### src/rtl/regfile_write_arbiter.sv
// -----------------------------------------------------------------------------
// regfile_write_arbiter
//
// Shares the single write port of the 32 x 64-bit register file between two
// writers: requester 0 (ALU writeback) and requester 1 (load/memory return).
// Each requester owns a one-entry holding buffer behind a valid/ready
// handshake. A buffered write is granted combinationally and issued on the
// register file port one edge later, so at most one write per cycle reaches the
// register file.
//
// Arbitration:
//   - one buffer full        : grant it
//   - both full, rd differs  : round-robin pointer decides
//   - both full, same rd     : older buffer wins, preserving write order
//   After every grant the pointer prefers the requester that was not granted.
//
// Ports:
//   clk                      rising-edge clock
//   reset                    asynchronous, active-low reset
//   reqN_valid/ready         handshake, N = 0 (ALU) or 1 (load return)
//   reqN_rd, reqN_data       destination register and data
//   RegWrite                 register file write enable, one cycle per write
//   WriteReg, WriteData      register file write index and data (held when idle)
//   idle                     both buffers empty and RegWrite low
//
// Optional feature (macro REGARB_FWD_EN):
//   fwd_rs1/fwd_rs2          read addresses to look up
//   fwd_hit1/fwd_hit2        a pending or issuing write targets that register
//   fwd_data1/fwd_data2      newest pending data for that register
//   Lookup order: younger full buffer, older full buffer, output stage.
//   Register 0 never hits.
// -----------------------------------------------------------------------------
module regfile_write_arbiter #(
  parameter int DATA_W = 64,
  parameter int ADDR_W = 5
) (
  input  logic              clk,
  input  logic              reset,
  input  logic              req0_valid,
  output logic              req0_ready,
  input  logic [ADDR_W-1:0] req0_rd,
  input  logic [DATA_W-1:0] req0_data,
  input  logic              req1_valid,
  output logic              req1_ready,
  input  logic [ADDR_W-1:0] req1_rd,
  input  logic [DATA_W-1:0] req1_data,
  output logic              RegWrite,
  output logic [ADDR_W-1:0] WriteReg,
  output logic [DATA_W-1:0] WriteData,
  output logic              idle
`ifdef REGARB_FWD_EN
  ,
  input  logic [ADDR_W-1:0] fwd_rs1,
  input  logic [ADDR_W-1:0] fwd_rs2,
  output logic              fwd_hit1,
  output logic              fwd_hit2,
  output logic [DATA_W-1:0] fwd_data1,
  output logic [DATA_W-1:0] fwd_data2
`endif
);

  // Holding buffers
  logic              buf0_full_q, buf0_full_d;
  logic [ADDR_W-1:0] buf0_rd_q,   buf0_rd_d;
  logic [DATA_W-1:0] buf0_data_q, buf0_data_d;
  logic              buf1_full_q, buf1_full_d;
  logic [ADDR_W-1:0] buf1_rd_q,   buf1_rd_d;
  logic [DATA_W-1:0] buf1_data_q, buf1_data_d;

  // age_q names the most recently filled (younger) buffer: 0 = buf0, 1 = buf1.
  logic age_q, age_d;
  // ptr_q: 0 prefers req0, 1 prefers req1 on a contended different-rd grant.
  logic ptr_q, ptr_d;

  // Output stage
  logic              regwrite_q,   regwrite_d;
  logic [ADDR_W-1:0] write_reg_q,  write_reg_d;
  logic [DATA_W-1:0] write_data_q, write_data_d;

  logic grant0, grant1;
  logic fill0, fill1;

  // ---------------------------------------------------------------------------
  // Grant: purely from registered buffer state.
  // ---------------------------------------------------------------------------
  // NOTE: every signal assigned in an always_comb gets a default first, so no
  // path can leave it unassigned and infer a latch.
  always_comb begin
    grant0 = 1'b0;
    grant1 = 1'b0;
    if (buf0_full_q && buf1_full_q) begin
      if (buf0_rd_q == buf1_rd_q) begin
        // Same destination: the older buffer goes first so the younger value
        // is the one left in the register file.
        if (age_q) grant0 = 1'b1;
        else       grant1 = 1'b1;
      end else if (ptr_q) begin
        grant1 = 1'b1;
      end else begin
        grant0 = 1'b1;
      end
    end else if (buf0_full_q) begin
      grant0 = 1'b1;
    end else if (buf1_full_q) begin
      grant1 = 1'b1;
    end
  end

  // Ready depends only on registered state (plus reset), never on valid.
  // A granted buffer drains this edge, so it can take a new entry at once.
  assign req0_ready = reset & (~buf0_full_q | grant0);
  assign req1_ready = reset & (~buf1_full_q | grant1);

  // A transfer to register 0 is accepted but never occupies the buffer.
  assign fill0 = req0_valid & req0_ready & (req0_rd != '0);
  assign fill1 = req1_valid & req1_ready & (req1_rd != '0);

  // ---------------------------------------------------------------------------
  // Next-state logic
  // ---------------------------------------------------------------------------
  always_comb begin
    buf0_full_d  = fill0 | (buf0_full_q & ~grant0);
    buf0_rd_d    = fill0 ? req0_rd   : buf0_rd_q;
    buf0_data_d  = fill0 ? req0_data : buf0_data_q;
    buf1_full_d  = fill1 | (buf1_full_q & ~grant1);
    buf1_rd_d    = fill1 ? req1_rd   : buf1_rd_q;
    buf1_data_d  = fill1 ? req1_data : buf1_data_q;

    age_d = age_q;
    if (fill0 && fill1) begin
      // Simultaneous fills: req0 counts as older, so buf1 is the younger.
      age_d = 1'b1;
    end else if (fill0 && buf1_full_q && !grant1) begin
      age_d = 1'b0;
    end else if (fill1 && buf0_full_q && !grant0) begin
      age_d = 1'b1;
    end

    ptr_d = ptr_q;
    if (grant0)      ptr_d = 1'b1;
    else if (grant1) ptr_d = 1'b0;

    regwrite_d   = grant0 | grant1;
    write_reg_d  = write_reg_q;
    write_data_d = write_data_q;
    if (grant0) begin
      write_reg_d  = buf0_rd_q;
      write_data_d = buf0_data_q;
    end else if (grant1) begin
      write_reg_d  = buf1_rd_q;
      write_data_d = buf1_data_q;
    end
  end

  // ---------------------------------------------------------------------------
  // State registers
  // ---------------------------------------------------------------------------
  // NOTE: sequential state uses non-blocking assignments so every flop samples
  // the pre-edge value of every other flop, independent of statement order.
  always_ff @(posedge clk or negedge reset) begin
    if (!reset) begin
      buf0_full_q  <= 1'b0;
      buf0_rd_q    <= '0;
      buf0_data_q  <= '0;
      buf1_full_q  <= 1'b0;
      buf1_rd_q    <= '0;
      buf1_data_q  <= '0;
      age_q        <= 1'b0;
      ptr_q        <= 1'b0;
      regwrite_q   <= 1'b0;
      write_reg_q  <= '0;
      write_data_q <= '0;
    end else begin
      buf0_full_q  <= buf0_full_d;
      buf0_rd_q    <= buf0_rd_d;
      buf0_data_q  <= buf0_data_d;
      buf1_full_q  <= buf1_full_d;
      buf1_rd_q    <= buf1_rd_d;
      buf1_data_q  <= buf1_data_d;
      age_q        <= age_d;
      ptr_q        <= ptr_d;
      regwrite_q   <= regwrite_d;
      write_reg_q  <= write_reg_d;
      write_data_q <= write_data_d;
    end
  end

  assign RegWrite  = regwrite_q;
  assign WriteReg  = write_reg_q;
  assign WriteData = write_data_q;
  assign idle      = ~buf0_full_q & ~buf1_full_q & ~regwrite_q;

`ifdef REGARB_FWD_EN
  // ---------------------------------------------------------------------------
  // Forwarding: newest pending value for a read address.
  // ---------------------------------------------------------------------------
  logic              young_full, old_full;
  logic [ADDR_W-1:0] young_rd,   old_rd;
  logic [DATA_W-1:0] young_data, old_data;

  always_comb begin
    young_full = age_q ? buf1_full_q : buf0_full_q;
    young_rd   = age_q ? buf1_rd_q   : buf0_rd_q;
    young_data = age_q ? buf1_data_q : buf0_data_q;
    old_full   = age_q ? buf0_full_q : buf1_full_q;
    old_rd     = age_q ? buf0_rd_q   : buf1_rd_q;
    old_data   = age_q ? buf0_data_q : buf1_data_q;

    fwd_hit1  = 1'b0;
    fwd_data1 = '0;
    if (fwd_rs1 != '0) begin
      if (young_full && young_rd == fwd_rs1) begin
        fwd_hit1  = 1'b1;
        fwd_data1 = young_data;
      end else if (old_full && old_rd == fwd_rs1) begin
        fwd_hit1  = 1'b1;
        fwd_data1 = old_data;
      end else if (regwrite_q && write_reg_q == fwd_rs1) begin
        fwd_hit1  = 1'b1;
        fwd_data1 = write_data_q;
      end
    end

    fwd_hit2  = 1'b0;
    fwd_data2 = '0;
    if (fwd_rs2 != '0) begin
      if (young_full && young_rd == fwd_rs2) begin
        fwd_hit2  = 1'b1;
        fwd_data2 = young_data;
      end else if (old_full && old_rd == fwd_rs2) begin
        fwd_hit2  = 1'b1;
        fwd_data2 = old_data;
      end else if (regwrite_q && write_reg_q == fwd_rs2) begin
        fwd_hit2  = 1'b1;
        fwd_data2 = write_data_q;
      end
    end
  end
`endif

endmodule

### config.mk
export PLATFORM = sky130hd
export DESIGN_NAME = regfile_write_arbiter
export DESIGN_NICKNAME = d
export VERILOG_FILES = /design/src/rtl/regfile_write_arbiter.sv
export SDC_FILE = /design/constraint.sdc
export NUM_CORES = 1
export LEC_CHECK = 0
export CAP_MARGIN = 20
export CORE_UTILIZATION = 50
export CTS_CLUSTER_SIZE = 28
export DETAILED_ROUTE_END_ITERATION = 16
export GPL_TIMING_DRIVEN = 1
export PLACE_DENSITY = 0.8
export SYNTH_ARGS = -nofsm -noshare
export SYNTH_HDL_FRONTEND = slang
export SYNTH_SLANG_ARGS = --single-unit
export TNS_END_PERCENT = 100
### constraint.sdc
create_clock -name clk -period 6.35 [get_ports clk]
set_clock_uncertainty 0.15 [all_clocks]
set_input_delay 0.9525 -clock clk [delete_from_list [all_inputs] [get_ports clk]]
set_output_delay 0.9525 -clock clk [all_outputs]
set_load 0.1 [all_outputs]
# == Word-level counts from Yosys, hierarchy flattened ==
# Cells that the tools add are included.
# classes
eq_ne,1
n_mux,20
bitwise_logic,20
reduce_logical,12
# op_table
cell,n
64-bit 2-to-1 mux,2
1-bit 2-to-1 mux,16
1-bit bitwise AND,10
5-bit 2-to-1 mux,2
5-bit nonzero test,2
1-bit logical AND,6
5-bit == test,1
1-bit inverter,5
1-bit OR,5
3-bit nonzero test,1
1-bit logical NOT,2
2-bit nonzero test,1
# totals
regBits,212
input_bits,142
word_cells,64

# == Depth between registers and ports, before layout ==
# depth
ltp_word,12
depth_mapped,8
depth_no_buf,5

# == Worst setup path after synthesis ==
# No wires, ideal clock.
# synth_path
kind,reg-to-output
from,register buf0_full_q
to,output port idle
arrival_ns,2.418
slack_ns,2.830
path_stages_with_launch,5
path_cell_list,dfrtp_1 -> clkbuf_1 -> clkbuf_1 -> or2_2 -> nor2_1
# synth_via
elab_chain_len,3
# synth_rtl
element,line_no,source
start: declaration,63,"logic buf0_full_q, buf0_full_d;"
start signal: assignment,174,buf0_full_q <= buf0_full_d;
1-bit inverter,191,assign idle = ~buf0_full_q & ~buf1_full_q & ~regwrite_q;
1-bit bitwise AND (2 in series),191,
end: declaration,50,output logic idle
# Every way passes these cells.

# == Worst setup path after layout ==
# layout_path
from,register buf1_full_q
to,output port req0_ready
# layout_via
elab_chain_len,4
# layout_rtl
element,line_no,source
start: declaration,66,"logic buf1_full_q, buf1_full_d;"
start signal: assignment,177,buf1_full_q <= buf1_full_d;
1-bit logical AND,91,if (buf0_full_q && buf1_full_q) begin
1-bit 2-to-1 mux,91,
1-bit OR,111,assign req0_ready = reset & (~buf0_full_q | grant0);
1-bit bitwise AND,111,
end: declaration,40,"output logic req0_ready,"
# Every way passes these cells.

==> flow_summary_export.csv <==
group,metric,value,unit
critical_path,cp.buffers_inverters,2,
clock_tree,postCtsHoldBufs,0,
clock_tree,cts-root-to-sink-buffers,3,
clock_tree,tritoncts_clock_tree,"built",
pwr,leakage_power_total,5.151,nW
yosys,synth-async-reset-ratio,1.000,
sta,final.hold.worst_slack,0.3040,ns
floorplanning,io_pins,215,
yosys,synth_edf_count,0,
yosys,synth.cell_area,9223,um2
finish,finish.cell_count_without_fillers,1098,
yosys,synth-simple-area-share,0.04599,
floorplanning,floorplan.die.height,137.8,um
grt,gr-total-overflow,0,
clock_tree,cts-root-buf,"sky130_fd_sc_hd__clkbuf_16",
sta,slew_violations,0,
critical_path,cp_common_cell,"sky130_fd_sc_hd__and2_1",
job,max_cap_violations,0,
finish,antenna_cells_inserted,0,
placement,placed_cells,1056,
grt,grt_first_pass_wirelength,35.46,mm
critical_path,kind_of_launch_point_of_the_worst_setup_path,"register",
drt,ant_nets,0,
sta,final-hold-violation-count,0,
critical_path,worst_setup_path_end_kind,"output port",
yosys,synthXorXnorAreaFrac,0.004748,
finish,layout.area.seq,5310,um2
critical_path,regToRegSetupSlack,2.86,ns
sta,post-route-min-period,4.711,ns
critical_path,crit-reg2reg-capture,"buf0_data_q[24]",
drt,dr.pass1.iters,4,
clock_tree,clkTransAtPathRegs,0.06,ns
clock_tree,numClockSinks,212,
critical_path,worst-endpoint-required,5.25,ns
critical_path,cp_cell_sequence,"buf_4, and2_1, o21ai_0, and2_1, clkdlybuf4s50_1",
drt,detail_route.vias_per_cell,5.799,
placement,post_place_setup_slack,2.185,ns
critical_path,crit_type,"register to output port",
finish,synthToLayoutAreaGrowth,31.83,%
min_path,worst_hold_path_type,"input port to async pin",
yosys,synthMuxAreaShare,0.2457,
floorplanning,core-area,18020,um2
clock_tree,clkLatencyLatePin,0.51,ns
critical_path,timing.critical_path.slowest_stage_cell,"sky130_fd_sc_hd__clkdlybuf4s50_1",
sta,fin_tns_setup,0,ns
pwr,vdd.ir_drop.worst,386.0,uV
critical_path,ff2ff_path_depth,6,
yosys,synth_top_family_by_area,"multiplexers",
yosys,synth_compound_area_frac,0.09090,
clock_tree,cts_made_buffers,23,
clock_tree,post_cts_resized,0,
placement,dp.final_hpwl,14.65,mm
yosys,postSynthAreaPerCell,14.19,um2
yosys,synth.yosys.warnings,0,
sta,max_slew_margin,0.2965,
grt,number_of_global_route_vias_before_repair,6744,
floorplanning,chipWidth,137.8,um
yosys,post_synth_num_cell_types,43,
sta,setup-violations-final,0,
yosys,yosysSeqAreaShare,0.5752,
clock_tree,post_cts_setup_bufs,0,
floorplanning,placementRows,49,
placement,post_dp_cell_area,11410,um2
yosys,synth.ff_latch_count,212,
sta,finalCritPeriodShare,0.7419,
floorplanning,floorplan.initialDensity,0.5117,
placement,place_congestion,0.8382,
sta,rsz0062_at_grt,"false",
grt,pin_count_of_the_biggest_net_entering_global_routing,79,
yosys,synth_fa_ha_area_frac,0,
finish,layout.cell_area.non_filler,12160,um2
drt,vias,6367,
status,outcome,"complete, no violations",
yosys,synthesis.nets,792,
sta,finalWorstSetupSlack,1.639,ns
finish,multi_input_comb_area,3585,um2
critical_path,critPathTopFamily,"buffers and inverters",
finish,nNetsFinal,994,
clock_tree,ctsHtreeMaxLevel,1,
grt,groute.usage.overall,0.2438,
drt,violation_count_after_the_first_detailed_routing_iteration,296,
sta,tightestPinTransition,1.052,ns
finish,final.fill_count,1296,
yosys,synth_cells,650,
critical_path,slowest_delay,1.00,ns
critical_path,critPathMaxFanout,44,
floorplanning,dieArea,18990,um2
drt,route.detailed.drc,0,
drt,route.detailed.wl_per_inst,21.01,um
placement,port_buffers,214,
grt,antenna_found_initial,0,
critical_path,r2r_start,"buf1_full_q",
sta,fmax,212.3,MHz
pwr,p_per_area,462.9,nW/um2
critical_path,worstPathArrival,3.61,ns
finish,most_frequent_standard_cell_in_the_layout_excluding_fill_and_tap_cells,"sky130_fd_sc_hd__clkdlybuf4s50_1",
finish,share_of_layout_cells_above_drive_strength_1,0.2152,
yosys,yosys_most_used_dff,"sky130_fd_sc_hd__dfrtp_1",
drt,route.final.wire_length,23.07,mm
finish,layout_common_cells,"sky130_fd_sc_hd__clkdlybuf4s50_1, sky130_fd_sc_hd__dfrtp_1, sky130_fd_sc_hd__mux2_2",
-- worst max-delay path by stage --
stage / from / endpoint / slack, ns / depth (start not counted)
6_report: buf1_full_q / req0_ready / 1.64 / 5
5_1_grt: buf1_full_q / req0_ready / 1.53 / 5
4_1_cts: buf1_full_q / req0_ready / 1.64 / 5
3_5_place_dp: buf1_full_q / req0_ready / 2.18 / 5
3_3_place_gp: buf1_full_q / req0_ready / 2.24 / 5
2_1_floorplan: buf0_full_q / idle / 2.83 / 4
-- logic make-up after synthesis --
kind of cell,Yosys count
multiplexers,206
flip-flops,212
AND/OR/NAND/NOR,96
XOR/XNOR,5
AO/OA/AOI/OAI,85
buffers and inverters,46
-- synth_stat cells, types with 2 or more instances --
cell | number | area [um2]
sky130_fd_sc_hd__buf_2 | 7 | 35.03
sky130_fd_sc_hd__and3_1 | 2 | 12.51
sky130_fd_sc_hd__nand2_1 | 5 | 18.77
sky130_fd_sc_hd__and2_1 | 3 | 18.77
sky130_fd_sc_hd__nor2_1 | 75 | 281.5
sky130_fd_sc_hd__xnor2_1 | 3 | 26.28
sky130_fd_sc_hd__buf_4 | 9 | 67.56
sky130_fd_sc_hd__mux2_2 | 118 | 1329
sky130_fd_sc_hd__nand3_1 | 2 | 10.01
sky130_fd_sc_hd__buf_1 | 3 | 11.26
sky130_fd_sc_hd__mux2i_1 | 70 | 700.7
sky130_fd_sc_hd__buf_6 | 13 | 146.4
sky130_fd_sc_hd__clkbuf_1 | 11 | 41.29
sky130_fd_sc_hd__mux2_1 | 9 | 101.4
sky130_fd_sc_hd__a31oi_1 | 3 | 18.77
sky130_fd_sc_hd__dfrtp_1 | 212 | 5305
sky130_fd_sc_hd__buf_12 | 2 | 40.04
sky130_fd_sc_hd__mux2_4 | 9 | 135.1
sky130_fd_sc_hd__xor2_1 | 2 | 17.52
sky130_fd_sc_hd__a221o_1 | 69 | 690.7
-- sequential cells by signal, summed over array words and instances (netlist names), 5 cells and up --
signal	flops
WriteData	64
buf0_data_q	64
buf1_data_q	64
WriteReg	5
buf0_rd_q	5
buf1_rd_q	5
-- worst register-to-register path: stages, from the launching register on --
cell and delay, ns:
sky130_fd_sc_hd__dfrtp_2 0.96, sky130_fd_sc_hd__buf_4 0.51, sky130_fd_sc_hd__and2_1 0.29, sky130_fd_sc_hd__a31oi_2 0.14
sky130_fd_sc_hd__o21ai_4 0.28, sky130_fd_sc_hd__buf_4 0.61, sky130_fd_sc_hd__mux2_2 0.43
-- cell type report --
type | instances | share of cell area
flip-flops and latches | 212 | 0.4368
clock inverters | 7 | 0.005454
clock buffers | 35 | 0.05598
well taps | 229 | 0.02357
inverters | 1 | 0.0003087
multi-input cells | 392 | 0.2948
repair buffers | 222 | 0.1831
-- report_power, final --
part,switching [mW],internal (mW)
sequential,0.259,1.69
combinational,1.65,0.722
clock,0.532,0.780
-- through the flow --
step             util  power (mW)
2_1_floorplan       -       3.683
3_3_place_gp   0.6315       4.260
3_5_place_dp   0.6331       4.329
4_1_cts        0.6745       5.654
5_1_grt        0.6745       5.840
6_report       0.6745       5.628
-- layer usage --
layer	routed length, um	part of all wire	up-vias	GRT usage
met2	11280	0.49	217	0.4137
met1	9807	0.43	3305	0.3128
li1	-	-	2807	-
met4	480	0.021	0	0.07609
met5	0	0	-	0
met3	1500	0.065	38	0.05004
(Power assumes the default switching activity.)
